`src/rtl/cover_event_sched.sv`:
```
// Coverage event scheduler: latches per-group hit vectors and emits them one index per cycle, round-robin across groups.
// Optional build macro COVER_DEDUP_EN adds a reported bitmap so that each point is emitted at most once between resets or clears.
module cover_grp_pe #(
    parameter int WIDTH = 8,
    parameter int BW    = (WIDTH > 1) ? $clog2(WIDTH) : 1
) (
    input  logic [WIDTH-1:0] bits,
    output logic             any,
    output logic [BW-1:0]    low
);
    always_comb begin
        any = |bits;
        low = '0;
        for (int i = WIDTH - 1; i >= 0; i--)
            if (bits[i]) low = BW'(i);
    end
endmodule

module cover_event_sched #(
    parameter int WIDTH      = 8,
    parameter int GROUPS     = 4,
    parameter int INDEX_BASE = 0,
    parameter int IDX_W      = 32
) (
    input  logic                     clock,
    input  logic                     reset,
    input  logic [GROUPS*WIDTH-1:0]  valid,
    input  logic                     clear,
    output logic                     out_valid,
    input  logic                     out_ready,
    output logic [IDX_W-1:0]         out_index,
    output logic [15:0]              report_count,
    output logic                     busy
);
    localparam int N  = GROUPS * WIDTH;
    localparam int GW = (GROUPS > 1) ? $clog2(GROUPS) : 1;
    localparam int BW = (WIDTH > 1) ? $clog2(WIDTH) : 1;
    localparam int PW = (N > 1) ? $clog2(N) : 1;

    logic [N-1:0]                pending;
    logic [GW-1:0]               rr_ptr;
    logic [GROUPS-1:0]           grp_any;
    logic [GROUPS-1:0][BW-1:0]   grp_low;

    genvar g;
    generate
        for (g = 0; g < GROUPS; g++) begin : g_grp
            cover_grp_pe #(.WIDTH(WIDTH), .BW(BW)) u_pe (
                .bits (pending[g*WIDTH +: WIDTH]),
                .any  (grp_any[g]),
                .low  (grp_low[g])
            );
        end
    endgenerate

    // Round-robin group search starting at rr_ptr; first group with any pending bit wins.
    logic          found;
    logic [GW-1:0] sel_g, gi, rr_next;
    logic [BW-1:0] sel_b;
    logic [PW-1:0] sel_pt;
    always_comb begin
        found = 1'b0;
        sel_g = '0;
        gi    = '0;
        for (int k = 0; k < GROUPS; k++) begin
            gi = GW'((int'(rr_ptr) + k) % GROUPS);
            if (!found && grp_any[gi]) begin
                found = 1'b1;
                sel_g = gi;
            end
        end
        sel_b   = grp_low[sel_g];
        sel_pt  = PW'(int'(sel_g) * WIDTH + int'(sel_b));
        rr_next = (int'(sel_g) == GROUPS - 1) ? '0 : sel_g + 1'b1;
    end

    logic             fire, do_load;
    logic [N-1:0]     load_mask, pending_next;
    logic [IDX_W-1:0] next_index;

    assign fire       = out_valid && out_ready;
    assign do_load    = (!out_valid || out_ready) && !clear;
    assign load_mask  = (do_load && found) ? (N'(1) << sel_pt) : '0;
    assign next_index = IDX_W'(INDEX_BASE) + IDX_W'(sel_pt);
    assign busy       = (|pending) || out_valid;

`ifdef COVER_DEDUP_EN
    logic [N-1:0] reported;
    // Hits on reported points, or on the point leaving this edge, are dropped.
    assign pending_next = (pending & ~load_mask) | (valid & ~reported & ~load_mask);

    always_ff @(posedge clock) begin
        if (!reset || clear) reported <= '0;
        else                 reported <= reported | load_mask;
    end
`else
    // Set wins over the load-clear, so a same-edge re-hit is emitted again later.
    assign pending_next = (pending & ~load_mask) | valid;
`endif

    always_ff @(posedge clock) begin
        if (!reset) begin
            pending      <= '0;
            out_valid    <= 1'b0;
            out_index    <= '0;
            report_count <= '0;
            rr_ptr       <= '0;
        end else if (clear) begin
            pending      <= '0;
            report_count <= '0;
            // A held event survives clear; one accepted on this edge is retired without counting.
            if (fire) out_valid <= 1'b0;
        end else begin
            pending <= pending_next;
            if (do_load) begin
                out_valid <= found;
                if (found) begin
                    out_index <= next_index;
                    rr_ptr    <= rr_next;
                end
            end
            if (fire && report_count != 16'hFFFF)
                report_count <= report_count + 16'd1;
        end
    end
endmodule

```
`config.mk`:
```
export PLATFORM = sky130hd
export DESIGN_NAME = cover_event_sched
export DESIGN_NICKNAME = d
export VERILOG_FILES = /design/src/rtl/cover_event_sched.sv
export SDC_FILE = /design/constraint.sdc
export NUM_CORES = 1
export LEC_CHECK = 0
export BUFFER_PORTS_ARGS = -buffer_cell sky130_fd_sc_hd__clkbuf_2
export CAP_MARGIN = 20
export CORE_MARGIN = 5
export CORE_UTILIZATION = 57
export CTS_CLUSTER_DIAMETER = 100
export DETAILED_ROUTE_END_ITERATION = 10
export PLACE_DENSITY = 0.87
export SLEW_MARGIN = 20
export SYNTH_ARGS = -nofsm -noshare
export SYNTH_HDL_FRONTEND = slang
export SYNTH_SLANG_ARGS = --single-unit
```
`constraint.sdc`:
```
create_clock -name clock -period 3.82 [get_ports clock]
set_input_delay 0.382 -clock clock [delete_from_list [all_inputs] [get_ports clock]]
set_output_delay 0.382 -clock clock [all_outputs]
set_load 0.02 [all_outputs]
```
==> results.json <==
{
  "layout-drive-gt1-share_pct": 17.8,
  "use_met3_pct": 4.76,
  "ir_worst_vdd_uv": 191,
  "fmax_ghz": 0.335,
  "holdWs_ns": 0.287,
  "finalSetupViolations": 0,
  "min_to": "pending[15]$_SDFF_PP0_",
  "fin_skew_ns": 0.0128,
  "grt_usage_pct": 21.1,
  "fin_tns_setup_ns": 0,
  "cp.arrival_ns": 3.16,
  "rsz0062_at_grt": "no",
  "grt-ovfl-total": 0,
  "cts.sinks": 56,
  "clkSlewWorstSetupHoldPaths_ns": 0.11,
  "fillers": 503,
  "ios": 86,
  "ys_types": 54,
  "synthArstFlopShare_pct": 0,
  "initial_core_util_pct": 58.6,
  "syn_area_mm2": 0.00321,
  "post_cts_buffers": 0,
  "dpl_cell_area_mm2": 0.00346,
  "cts_tree": "yes",
  "worstSetupStartpointType": "register",
  "htree_levels": 2,
  "grtUsageMet2_pct": 35.1,
  "ys.flop_type": "dfxtp_1",
  "first_iter_violations": 394,
  "tightest_slew_ns": 0.852,
  "io_buffers": 58,
  "viasPerCell": 5.92,
  "grt_busiest_layer": "met2",
  "hold_depth": 3,
  "grt_pass1_wl_um": 12800,
  "area.sequential_mm2": 0.00112,
  "drv_cap": 0,
  "avgSynthCellArea_um2": 7.86,
  "wl_per_cell_um": 14.8,
  "die_h_um": 85.0,
  "layout_commonest_cell": "clkbuf_2",
  "grt_pass1_vias": 2834,
  "gp_congestion": 0.933,
  "antenna_left": 0,
  "grt_max_degree": 29,
  "multi_input_area_mm2": 0.00181,
  "powerDensity_mw_per_mm2": 384,
  "antenna_found_initial": 0,
  "p_leak_nw": 1.54,
  "final_area_mm2": 0.00357,
  "endpoint_kind": "register",
  "root_buffer": "clkbuf_8",
  "crit_chain": "nor4_1 -> nand2_1 -> a21oi_1 -> nor2_1 -> o41ai_1 -> a31oi_1",
  "path_class": "reg -> reg",
  "cp_data_required_time_ns": 3.99,
  "min_from": "valid[15]",
  "grtUsageMet1_pct": 26.9,
  "cpMaxStageDelayCell": "o41ai_1",
  "die_x_um": 85.0,
  "reg2reg_depth": 6,
  "critPathBufInv": 0,
  "mostFrequentLayoutCells": "clkbuf_2 (58), dfxtp_1 (56), o21ai_0 (43)",
  "period_minus_slack_ns": 2.99,
  "slew_headroom_pct": 42.5,
  "fin_crit_sh_pct": 78.2,
  "synth_cells": 408,
  "vias": 3191,
  "die_area_mm2": 0.00723,
  "r2r_slack_ns": 0.83,
  "dr.pass1.iters": 6,
  "max_stage_delay_ns": 0.82,
  "design.core.area_mm2": 0.00547,
  "cts_resized": 0,
  "seq_area_frac_synth_pct": 35.0,
  "hold_viol_final": 0,
  "r2r_start": "pending[29]$_SDFF_PP0_",
  "ys_seq_elements": 56,
  "r2r-end": "pending[7]$_SDFF_PP0_",
  "cts.path.max_buffers": 2,
  "cts_buffers": 5,
  "fin_nets": 503,
  "area_growth_syn_to_layout_pct": 11.3,
  "drcViolationCount": 0,
  "synth_edf_count": 0,
  "dpl.hpwl_um": 5990,
  "crit_family": "compound AO/OA/AOI/OAI gates",
  "hold_buffers": 0,
  "yosysWarnings": 0,
  "row_count": 27,
  "insertion_delay_ns": 0.31,
  "critPathMaxFanout": 7,
  "routed_wl_um": 7960,
  "status": "finished clean",
  "num_antenna_cells": 0,
  "hp-class": "in -> reg",
  "slew_viol_final": 0
}
==> cell type report <==
class,count,area share (%)
multi-input combinational,306,50.7
sequential,56,31.4
timing repair buffer,59,8.35
inverter,38,4.00
tap,72,2.52
clock buffer,6,2.03
clock inverter,2,0.982
==> where the power goes <==
part / switching (mW) / total (mW) / internal (mW)
Sequential: 0.0295 / 0.640 / 0.610
Combinational: 0.229 / 0.340 / 0.111
Clock: 0.194 / 0.389 / 0.195
Total: 0.452 / 1.37 / 0.916
==> worst register-to-register path: stages (launching register included) <==
cell and delay, ns:
dfxtp_1 0.35, nor4_1 0.53, nand2_1 0.30, a21oi_1 0.44, nor2_1 0.24, o41ai_1 0.83, a31oi_1 0.17
==> cells by family (layout without fill, tap and decap cells) <==
logic type	after synthesis	count (layout)	share of synthesized area (%)
xor gates and xnor gates	8	8	2.18
and+or+nand+nor	134	134	22.5
buffers and inverters	72	105	11.7
AOI/OAI and AO/OA	128	128	25.6
adders and majority gates	1	1	0.390
muxes	8	8	2.58
DFF	56	56	35.0
other	1	27	0.117
==> registers in the layout, indices dropped and copies added (netlist names) <==
name,flops
pending,32
out_valid,1
report_count,16
out_index,5
rr_ptr,2
==> worst max-delay path by stage <==
stage	from	end	slack, ns	depth (start not counted)
after floorplan	pending[17]$_SDFF_PP0_	pending[22]$_SDFF_PP0_	1.48	6
after global placement	pending[29]$_SDFF_PP0_	pending[7]$_SDFF_PP0_	0.85	6
final	pending[29]$_SDFF_PP0_	pending[7]$_SDFF_PP0_	0.83	6
after detailed placement	pending[29]$_SDFF_PP0_	pending[7]$_SDFF_PP0_	0.90	6
after global routing	pending[29]$_SDFF_PP0_	pending[14]$_SDFF_PP0_	0.60	6
after CTS	pending[29]$_SDFF_PP0_	pending[7]$_SDFF_PP0_	0.87	6
==> synth_stat cells, types with 3 or more instances <==
master | number | area (um2)
or2_2 | 5 | 31.3
or3_1 | 8 | 50.1
nor2_1 | 32 | 120
mux2i_1 | 6 | 60.1
xnor2_1 | 4 | 35.0
buf_4 | 27 | 203
or4_1 | 3 | 22.5
a211oi_1 | 3 | 22.5
o31a_1 | 3 | 26.3
and3_1 | 6 | 37.5
a31oi_1 | 30 | 188
nor3_1 | 10 | 50.1
nor4_1 | 9 | 56.3
inv_1 | 38 | 143
nand4_1 | 6 | 37.5
o221ai_1 | 3 | 26.3
o21bai_1 | 4 | 30.0
nand2b_1 | 8 | 50.1
nand2_1 | 20 | 75.1
nand3_1 | 15 | 75.1
clkbuf_1 | 5 | 18.8
o21ai_0 | 43 | 215
xor2_1 | 4 | 35.0
dfxtp_1 | 56 | 1120
a21oi_1 | 22 | 110
==> routing by layer <==
metal,up-vias,wire [um]
met2,163,3630
met3,26,739
li1,1555,-
met4,0,201
met1,1447,3390
met5,-,0
==> through the flow <==
stage	util (%)	worst slack [ns]	total power, mW	instances
floorplan	-	1.48	0.911	434
CTS	65.2	0.873	1.37	539
detailed placement	63.2	0.904	0.980	531
finish	65.2	0.831	1.37	539
global placement	63.2	0.846	0.971	531
global route	65.2	0.597	1.43	539
(Power assumes the default switching activity.)
